### config.mk
export PLATFORM = sky130hd
export DESIGN_NAME = cordic_angle_sweep
export DESIGN_NICKNAME = d
export VERILOG_FILES = /design/src/rtl/cordic_angle_sweep_pkg.sv /design/src/rtl/cordic_angle_sweep_tick.sv /design/src/rtl/cordic_angle_sweep.sv
export SDC_FILE = /design/constraint.sdc
export NUM_CORES = 1
export LEC_CHECK = 0
export ABC_AREA = 0
export CAP_MARGIN = 10
export CORE_MARGIN = 1
export CORE_UTILIZATION = 43
export DETAILED_ROUTE_END_ITERATION = 8
export PLACE_DENSITY = 0.73
export SYNTH_ARGS = -nofsm -noshare
export SYNTH_HDL_FRONTEND = slang
export SYNTH_HIERARCHICAL = 1
export SYNTH_SLANG_ARGS = --single-unit
### constraint.sdc
create_clock -name clk -period 9.3 [get_ports clk]
set_input_delay 1.395 -clock clk [delete_from_list [all_inputs] [get_ports clk]]
set_output_delay 1.395 -clock clk [all_outputs]
set_load 0.005 [all_outputs]
### src/rtl/cordic_angle_sweep_pkg.sv
// Shared definitions for the cordic angle sweep front end.
// Holds the angle constants at 28 fractional bits, a helper that rescales
// them to another fractional width, and the sweep FSM state type.
package cordic_angle_sweep_pkg;

    // Exact integer angle constants at FPSHIFT = 28.
    localparam longint HALF_PI_Q28       = 64'sd421657428;
    localparam longint PI_Q28            = 64'sd843314857;
    localparam longint THREE_HALF_PI_Q28 = 64'sd1264972285;
    localparam longint TWO_PI_Q28        = 64'sd1686629713;

    // Rescale a Q.28 constant to a different number of fractional bits.
    // At fpshift == 28 the value passes through unchanged.
    function automatic longint scale_q28(input longint q28, input int fpshift);
        if (fpshift >= 28)
            return q28 <<< (fpshift - 28);
        else
            return q28 >>> (28 - fpshift);
    endfunction

    typedef enum logic [1:0] {
        ST_WAIT_TICK = 2'd0,
        ST_REDUCE    = 2'd1,
        ST_PRESENT   = 2'd2
    } sweep_state_t;

endpackage

### src/rtl/cordic_angle_sweep_tick.sv
// tick_divider: free-running modulo-DIV counter with enable and sync clear.
// Ports:
//   clk    in  system clock
//   rst_n  in  asynchronous reset, active-low
//   en     in  count enable; low freezes the count
//   clr    in  synchronous clear, wins over en
//   tick   out high for the enabled cycle in which the count is DIV-1
module tick_divider #(
    parameter int DIV = 1200000
) (
    input  logic clk,
    input  logic rst_n,
    input  logic en,
    input  logic clr,
    output logic tick
);

    localparam int CW = (DIV > 1) ? $clog2(DIV) : 1;

    logic [CW-1:0] cnt;

    assign tick = en && (cnt == CW'(DIV - 1));

    always_ff @(posedge clk or negedge rst_n) begin
        if (!rst_n)
            cnt <= '0;
        else if (clr || tick)
            cnt <= '0;
        else if (en)
            cnt <= cnt + 1'b1;
    end

endmodule

### src/rtl/cordic_angle_sweep.sv
// cordic_angle_sweep: rate-controlled phase sweep over [0, 2*pi) feeding the
// cordic core. Each phase is folded into [-pi/2, +pi/2] and offered on a
// valid/ready handshake; 'negate' tells the core to flip both cos and sin.
// Ports:
//   clk        in   system clock
//   rst_n      in   asynchronous reset, active-low
//   enable     in   sweep runs while high; low freezes the tick counter
//   restart    in   sync pulse: phase and tick back to 0, pending sample dropped
//   out_ready  in   downstream accepts the offered sample
//   out_valid  out  angle_out/negate/phase_out are valid
//   angle_out  out  reduced angle, signed, in [-pi/2, +pi/2]
//   negate     out  downstream must negate cos and sin
//   phase_out  out  unreduced phase in [0, 2*pi)
module cordic_angle_sweep
    import cordic_angle_sweep_pkg::*;
#(
    parameter int               WIDTH    = 32,
    parameter int               FPSHIFT  = 28,
    parameter logic [WIDTH-1:0] STEP     = 4685082,
    parameter int               TICK_DIV = 1200000
) (
    input  logic                    clk,
    input  logic                    rst_n,
    input  logic                    enable,
    input  logic                    restart,
    input  logic                    out_ready,
    output logic                    out_valid,
    output logic signed [WIDTH-1:0] angle_out,
    output logic                    negate,
    output logic        [WIDTH-1:0] phase_out
);

    localparam logic [WIDTH-1:0] HALF_PI_W       = WIDTH'(scale_q28(HALF_PI_Q28, FPSHIFT));
    localparam logic [WIDTH-1:0] PI_W            = WIDTH'(scale_q28(PI_Q28, FPSHIFT));
    localparam logic [WIDTH-1:0] THREE_HALF_PI_W = WIDTH'(scale_q28(THREE_HALF_PI_Q28, FPSHIFT));
    localparam logic [WIDTH-1:0] TWO_PI_W        = WIDTH'(scale_q28(TWO_PI_Q28, FPSHIFT));

    typedef struct packed {
        logic                    neg;
        logic signed [WIDTH-1:0] ang;
    } red_t;

    // Fold a phase in [0, 2*pi) into the core's convergence range.
    // The middle half-turn is shifted by pi and flagged for negation.
    function automatic red_t reduce(input logic [WIDTH-1:0] p);
        red_t r;
        if (p <= HALF_PI_W) begin
            r.ang = signed'(p);
            r.neg = 1'b0;
        end else if (p <= THREE_HALF_PI_W) begin
            r.ang = signed'(p - PI_W);
            r.neg = 1'b1;
        end else begin
            r.ang = signed'(p - TWO_PI_W);
            r.neg = 1'b0;
        end
        return r;
    endfunction

    // Phase step with wrap; the extra bit keeps the sum from overflowing
    // before the compare against 2*pi.
    function automatic logic [WIDTH-1:0] advance(input logic [WIDTH-1:0] p);
        logic [WIDTH:0] sum;
        sum = {1'b0, p} + {1'b0, STEP};
        if (sum >= {1'b0, TWO_PI_W})
            sum = sum - {1'b0, TWO_PI_W};
        return sum[WIDTH-1:0];
    endfunction

    sweep_state_t     state, state_nxt;
    logic [WIDTH-1:0] phase;
    logic             tick;
    logic             hs;
    red_t             red_p0;

    assign hs     = out_valid && out_ready;
    assign red_p0 = reduce(phase);

    tick_divider #(
        .DIV (TICK_DIV)
    ) u_tick (
        .clk   (clk),
        .rst_n (rst_n),
        .en    (enable && (state == ST_WAIT_TICK)),
        .clr   (restart),
        .tick  (tick)
    );

    always_ff @(posedge clk or negedge rst_n) begin
        if (!rst_n)
            state <= ST_WAIT_TICK;
        else
            state <= state_nxt;
    end

    always_comb begin
        state_nxt = state;
        case (state)
            ST_WAIT_TICK: if (tick) state_nxt = ST_REDUCE;
            ST_REDUCE:    state_nxt = ST_PRESENT;
            ST_PRESENT:   if (hs) state_nxt = ST_WAIT_TICK;
            default:      state_nxt = ST_WAIT_TICK;
        endcase
        // restart beats a coincident handshake: the sample is not consumed
        if (restart)
            state_nxt = ST_WAIT_TICK;
    end

    // Stage p0 -> output register: reduction result captured in REDUCE
    always_ff @(posedge clk or negedge rst_n) begin
        if (!rst_n) begin
            phase     <= '0;
            out_valid <= 1'b0;
            angle_out <= '0;
            negate    <= 1'b0;
            phase_out <= '0;
        end else if (restart) begin
            phase     <= '0;
            out_valid <= 1'b0;
        end else if (state == ST_REDUCE) begin
            angle_out <= red_p0.ang;
            negate    <= red_p0.neg;
            phase_out <= phase;
            out_valid <= 1'b1;
        end else if (state == ST_PRESENT && hs) begin
            out_valid <= 1'b0;
            phase     <= advance(phase);
        end
    end

endmodule

=== Word level (Yosys, flattened, before mapping) ===
Index checks and enable logic that the tools add are counted.

* Add/sub/neg operators: 5
* Order comparisons: 3
* Equality and inequality tests: 6
* Multiplexer cells: 15
* Bitwise gates (word level): 1
* Reductions and logical operators: 12

{| class="wikitable"
|+ Operators with widths
! kind !! number
|-
| 2-to-1 mux 32 bit || 4
|-
| 2-to-1 mux 33 bit || 2
|-
| subtractor 32 x 31 -> 32 bit, second input constant || 2
|-
| 2-to-1 mux 21 bit || 2
|-
| adder 32 x 23 -> 33 bit, second input constant || 1
|-
| >= comparator 33 x 31 -> 1 bit, second input constant || 1
|-
| <= comparator 32 x 29 -> 1 bit, second input constant || 1
|-
| <= comparator 32 x 31 -> 1 bit, second input constant || 1
|-
| subtractor 32 x 30 -> 32 bit, second input constant || 1
|-
| adder 21 x 1 -> 21 bit, second input constant || 1
|-
| equality test 21 bit, second input constant || 1
|-
| 2-to-1 mux 2 bit || 3
|-
| case mux 2 bit (3 select lines) || 1
|-
| AND reduction 2 bit || 3
|-
| logical AND 1 bit || 4
|-
| nonzero test 2 bit || 2
|-
| 2-to-1 mux 1 bit || 3
|-
| inequality test 3 x 2 -> 1 bit, second input constant || 1
|-
| inequality test 3 bit, second input constant || 1
|-
| nonzero test 3 bit || 1
|-
| equality test 2 x 1 -> 1 bit, second input constant || 1
|-
| equality test 2 bit, second input constant || 1
|-
| zero test 2 bit || 1
|-
| inequality test 2 bit, second input constant || 1
|-
| 2 further kinds || 2
|}

* Bits in registers: 121
* Input port bits: 5
* Output and inout bits: 66

=== Longest topological paths before layout ===
* Depth after elaboration: 6
* Gate-level depth with buffers: 19
* Mapped depth without buffers: 17

=== Cells and area by module ===
Netlist, hierarchy kept.

{| class="wikitable"
|+ By module, submodules not included
! module !! times used !! cells each !! area an instance (um^2) !! seq. area each (um^2)
|-
| cordic_angle_sweep || 1 || 1040 || 8107.8 || 2502.4
|-
| tick_divider || 1 || 113 || 1099.8 || 525.5
|}

=== Worst setup path before layout ===
No wires, ideal clock.

* Kind: register to register
* From: reg phase[15]
* To: reg angle_out[29]
* Library setup time: 0.126 ns
* Arrival time: 4.441 ns
* Required time: 9.174 ns
* Setup slack: 4.733 ns
* Cell stages (with the launch flop): 18
* Buffers on the path: 2
* Path through: dfrtp_1 -> clkbuf_1 -> buf_2 -> nand4_1 -> or4_1 -> nor3_1 -> a21oi_1 -> a41oi_1 -> inv_1 -> ha_1 -> a21oi_1 -> o21bai_1 -> a21oi_1 -> o41a_1 -> a21oi_1 -> a31oi_1 -> a221oi_1 -> nor2_1

* Cells in the longest elaborated chain, start to end: 3
* Elaborated cells on any way between the ends: 6
* Classes of those cells: add/sub: 2; order compare: 2; mux: 2

{| class="wikitable"
|+ RTL lines
! element !! line !! text
|-
| from (decl) || cordic_angle_sweep.sv:71 || <nowiki>logic [WIDTH-1:0] phase;</nowiki>
|-
| from (signal assigned) || cordic_angle_sweep.sv:127 || <nowiki>phase <= advance(phase);</nowiki>
|-
| subtractor 32 x 31 -> 32 bit (tied with other cells) || cordic_angle_sweep.sv:54 || <nowiki>r.ang = signed'(p - TWO_PI_W);</nowiki>
|-
| 2-to-1 mux 33 bit || cordic_angle_sweep.sv:50 || <nowiki>end else if (p <= THREE_HALF_PI_W) begin</nowiki>
|-
| 2-to-1 mux 33 bit (*) || cordic_angle_sweep.sv:47 || <nowiki>if (p <= HALF_PI_W) begin</nowiki>
|-
| to (signal assigned) || cordic_angle_sweep.sv:121 || <nowiki>angle_out <= red_p0.ang;</nowiki>
|-
| to (decl) || cordic_angle_sweep.sv:28 || <nowiki>output logic signed [WIDTH-1:0] angle_out,</nowiki>
|}

Every way passes the cells marked *; elsewhere a longest branch is shown, timed or not.
A chain may end at the register's enable or synchronous reset.

=== Final worst setup path ===
Same ends and word-level chain as after synthesis.

==> metrics.yaml <==
timing:
  finalWorstSetupSlack_ns: 4.11
  hold_ws_ns: 0.473
  hold_violations: 0
  setup_violations: 0
  timing.final.crit_period_ns: 5.19
  tns_ns: 0
  grt_setup_unrepaired: "no"
  slew_violations: 0
  tightest_slew_ns: 0.919
  skew_ns: 0.0114
  maxSlewHeadroom_pct: 38.7
  period_share_pct: 55.8
  fmax_ghz: 0.193
global_routing:
  overflow: 0
  grt.busiest_layer: "met2"
  grt_util_met1_pct: 31.3
  use_met3_pct: 3.71
  grt_use_met2_pct: 39.0
  grt_usage_pct: 23.9
  grt_pass1_wl_mm: 42.2
  grt_pass1_vias: 8315
  grt_max_degree: 106
  antenna_found_initial: 0
placement:
  gp_congestion: 0.962
  portBuffers: 70
  dp_hpwl_mm: 17.8
  placed_cell_area_um2: 9960
  dpl_worst_slack_ns: 4.25
synthesis:
  ys_types: 85
  synth_seq_area_share_pct: 32.9
  netlist_instances: 1153
  synth.area.top_cells: "dfrtp_1, nand2_1, nor2_1"
  yosysTopAreaCell: "dfrtp_1"
  ys.flop_type: "dfrtp_1"
  synth_warnings: 6
  synth.avg_cell_area_um2: 7.99
  yosys_register_bits: 121
  syn-cell-area_um2: 9210
  synth_fp_nets: 1183
  async_flop_share_pct: 100
  yosysTopAreaCellShare_pct: 32.9
  synth-edff-count: 0
route:
  viasPerCell: 6.10
  firstDrtPassIters: 6
  wl_per_cell_um: 18.0
  ant_nets: 0
  via_count: 8849
  drt_iter0_drc: 719
  route.detailed.drc: 0
  wl_mm: 26.1
final_layout:
  finalNetCount: 1192
  multi_input_area_um2: 5750
  seqCellArea_um2: 3030
  n_antenna_cell: 0
  area_growth_pct: 14.9
  fillers: 1937
  mostFrequentLayoutCell: "nand2_1"
  final_area_um2: 10600
  final_cell_mix: "nand2_1, dfrtp_1, nor2_1"
  drive_above_1_share_pct: 6.13
critical_path:
  cp_num_buf_inv: 2
  path_cells: "nand4_1 > or4_1 > nor3_1 > a21oi_1 > a41oi_1 > buf_4 > inv_1 > ha_1 > a21oi_1 > o21bai_1 > a21oi_1 > o41a_1 > a21oi_1 > a31oi_1 > a221oi_1 > nor2_1"
  max_stage_delay_ns: 0.83
  cp_max_fo: 24
  worstSetupEndpointType: "register"
  crit_slowest_cell: "dfrtp_1"
  worstPathRequired_ns: 9.60
  arrival_ns: 5.50
  start_kind: "register"
  critPathTopFamily: "compound AO/OA/AOI/OAI gates"
  critPathKind: "register to register"
  cp_common_cell: "a21oi_1"
flow_run:
  maxCapViolations: 0
die:
  die_h_um: 148
  dieArea_um2: 22000
  rows: 53
  start_util_pct: 43.8
  io_pins: 71
  core_area_um2: 21000
  die_w_um: 148
worst_hold_path:
  hold_path.class: "register to register"
cts:
  clk_latency_ns: 0.43
  cts_root_buffer: "clkbuf_16"
  cts_setup_buffers: 0
  cts_tree: "built"
  cts_buffer_depth: 2
  h-tree-depth: 4
  numCtsBuffers: 17
  cts.sinks: 121
  cts_resized: 0
  clk_transition_reported_paths_ns: 0.06
  ctsHoldBuffers: 0
pwr:
  p_per_area_nw_per_um2: 118
  power.leakage_nw: 4.31
  power_mw: 1.25
  max-vdd-ir-drop_v: 0.0000785
outcome:
  status: "finished, final reports clean"
[tightest hold or removal path, stage by stage, from the launching register on]
cell	delay [ns]
dfrtp_1	0.34
nand2_1	0.05
nand2_1	0.05
[metal layers]
metal / routed length, um / up-vias
met5: 0 / -
met4: 845 / 0
met3: 1650 / 72
li1: - / 4218
met1: 11500 / 4187
met2: 12100 / 372
[state kept, by name, indices dropped and copies added (netlist names)]
signal	count
phase_out	32
negate	1
phase	32
state	2
u_tick/cnt	21
out_valid	1
angle_out	32
[through the flow]
| step | utilization [%] | instances |
|---|---|---|
| 6_report | 50.3 | 1450 |
| 5_1_grt | 50.3 | 1450 |
| 4_1_cts | 50.3 | 1450 |
| 3_5_place_dp | 47.4 | 1418 |
| 3_3_place_gp | 47.4 | 1418 |
| 2_1_floorplan | - | 1153 |
[worst paths after layout]
| kind | startpoint | to | depth (start not counted) | slack [ns] |
|---|---|---|---|---|
| min in group asynchronous | rst_n | phase_out[30] | 1 | 1.05 |
| worst max register to register | phase[15] | angle_out[29] | 16 | 4.11 |
| max in group asynchronous | rst_n | phase[16] | 2 | 6.93 |
| worst min-delay path | phase_out[12] | phase_out[12] | 2 | 0.47 |
| worst max-delay path | phase[15] | angle_out[29] | 16 | 4.11 |
| worst min register to register | phase_out[12] | phase_out[12] | 2 | 0.47 |
[cells by family after synthesis]
group	synth area share, %
XOR/XNOR	5.71
flip-flops	32.9
buffers and inverters	4.92
AO/OA/AOI/OAI	22.3
AND/OR/NAND/NOR	28.0
adder cells (fa/ha/maj)	3.40
multiplexers	2.80
[synth_stat cells, types with 10 or more instances]
master    instances
a211oi_1         15
a21o_1           11
a21oi_1          57
and3_1           11
buf_2            17
clkbuf_1         62
dfrtp_1         121
ha_1             25
inv_1            21
mux2i_1          13
nand2_1         170
nand2b_1         19
nand3_1          33
nand3b_1         10
nand4_1          18
nor2_1          116
nor2b_1          14
nor3_1           25
nor4_1           29
o211ai_1         26
o21ai_0          70
or4_1            11
xnor2_1          35
xor2_1           25
[where the power goes]
group / internal, mW / total, mW / switching (mW)
registers: 0.528 / 0.529 / 0.000980
logic: 0.00541 / 0.0245 / 0.0191
clock network: 0.439 / 0.699 / 0.260
[area by class of cell]
| type | instances | share of cell area [%] |
|---|---|---|
| Clock inverter | 12 | 1.54 |
| Clock buffer | 20 | 4.32 |
| Sequential cell | 121 | 28.6 |
| Tap cell | 275 | 3.25 |
| Timing Repair Buffer | 79 | 7.19 |
| Inverter | 22 | 0.781 |
| Multi-Input combinational cell | 921 | 54.3 |
(Power assumes the default switching activity.)
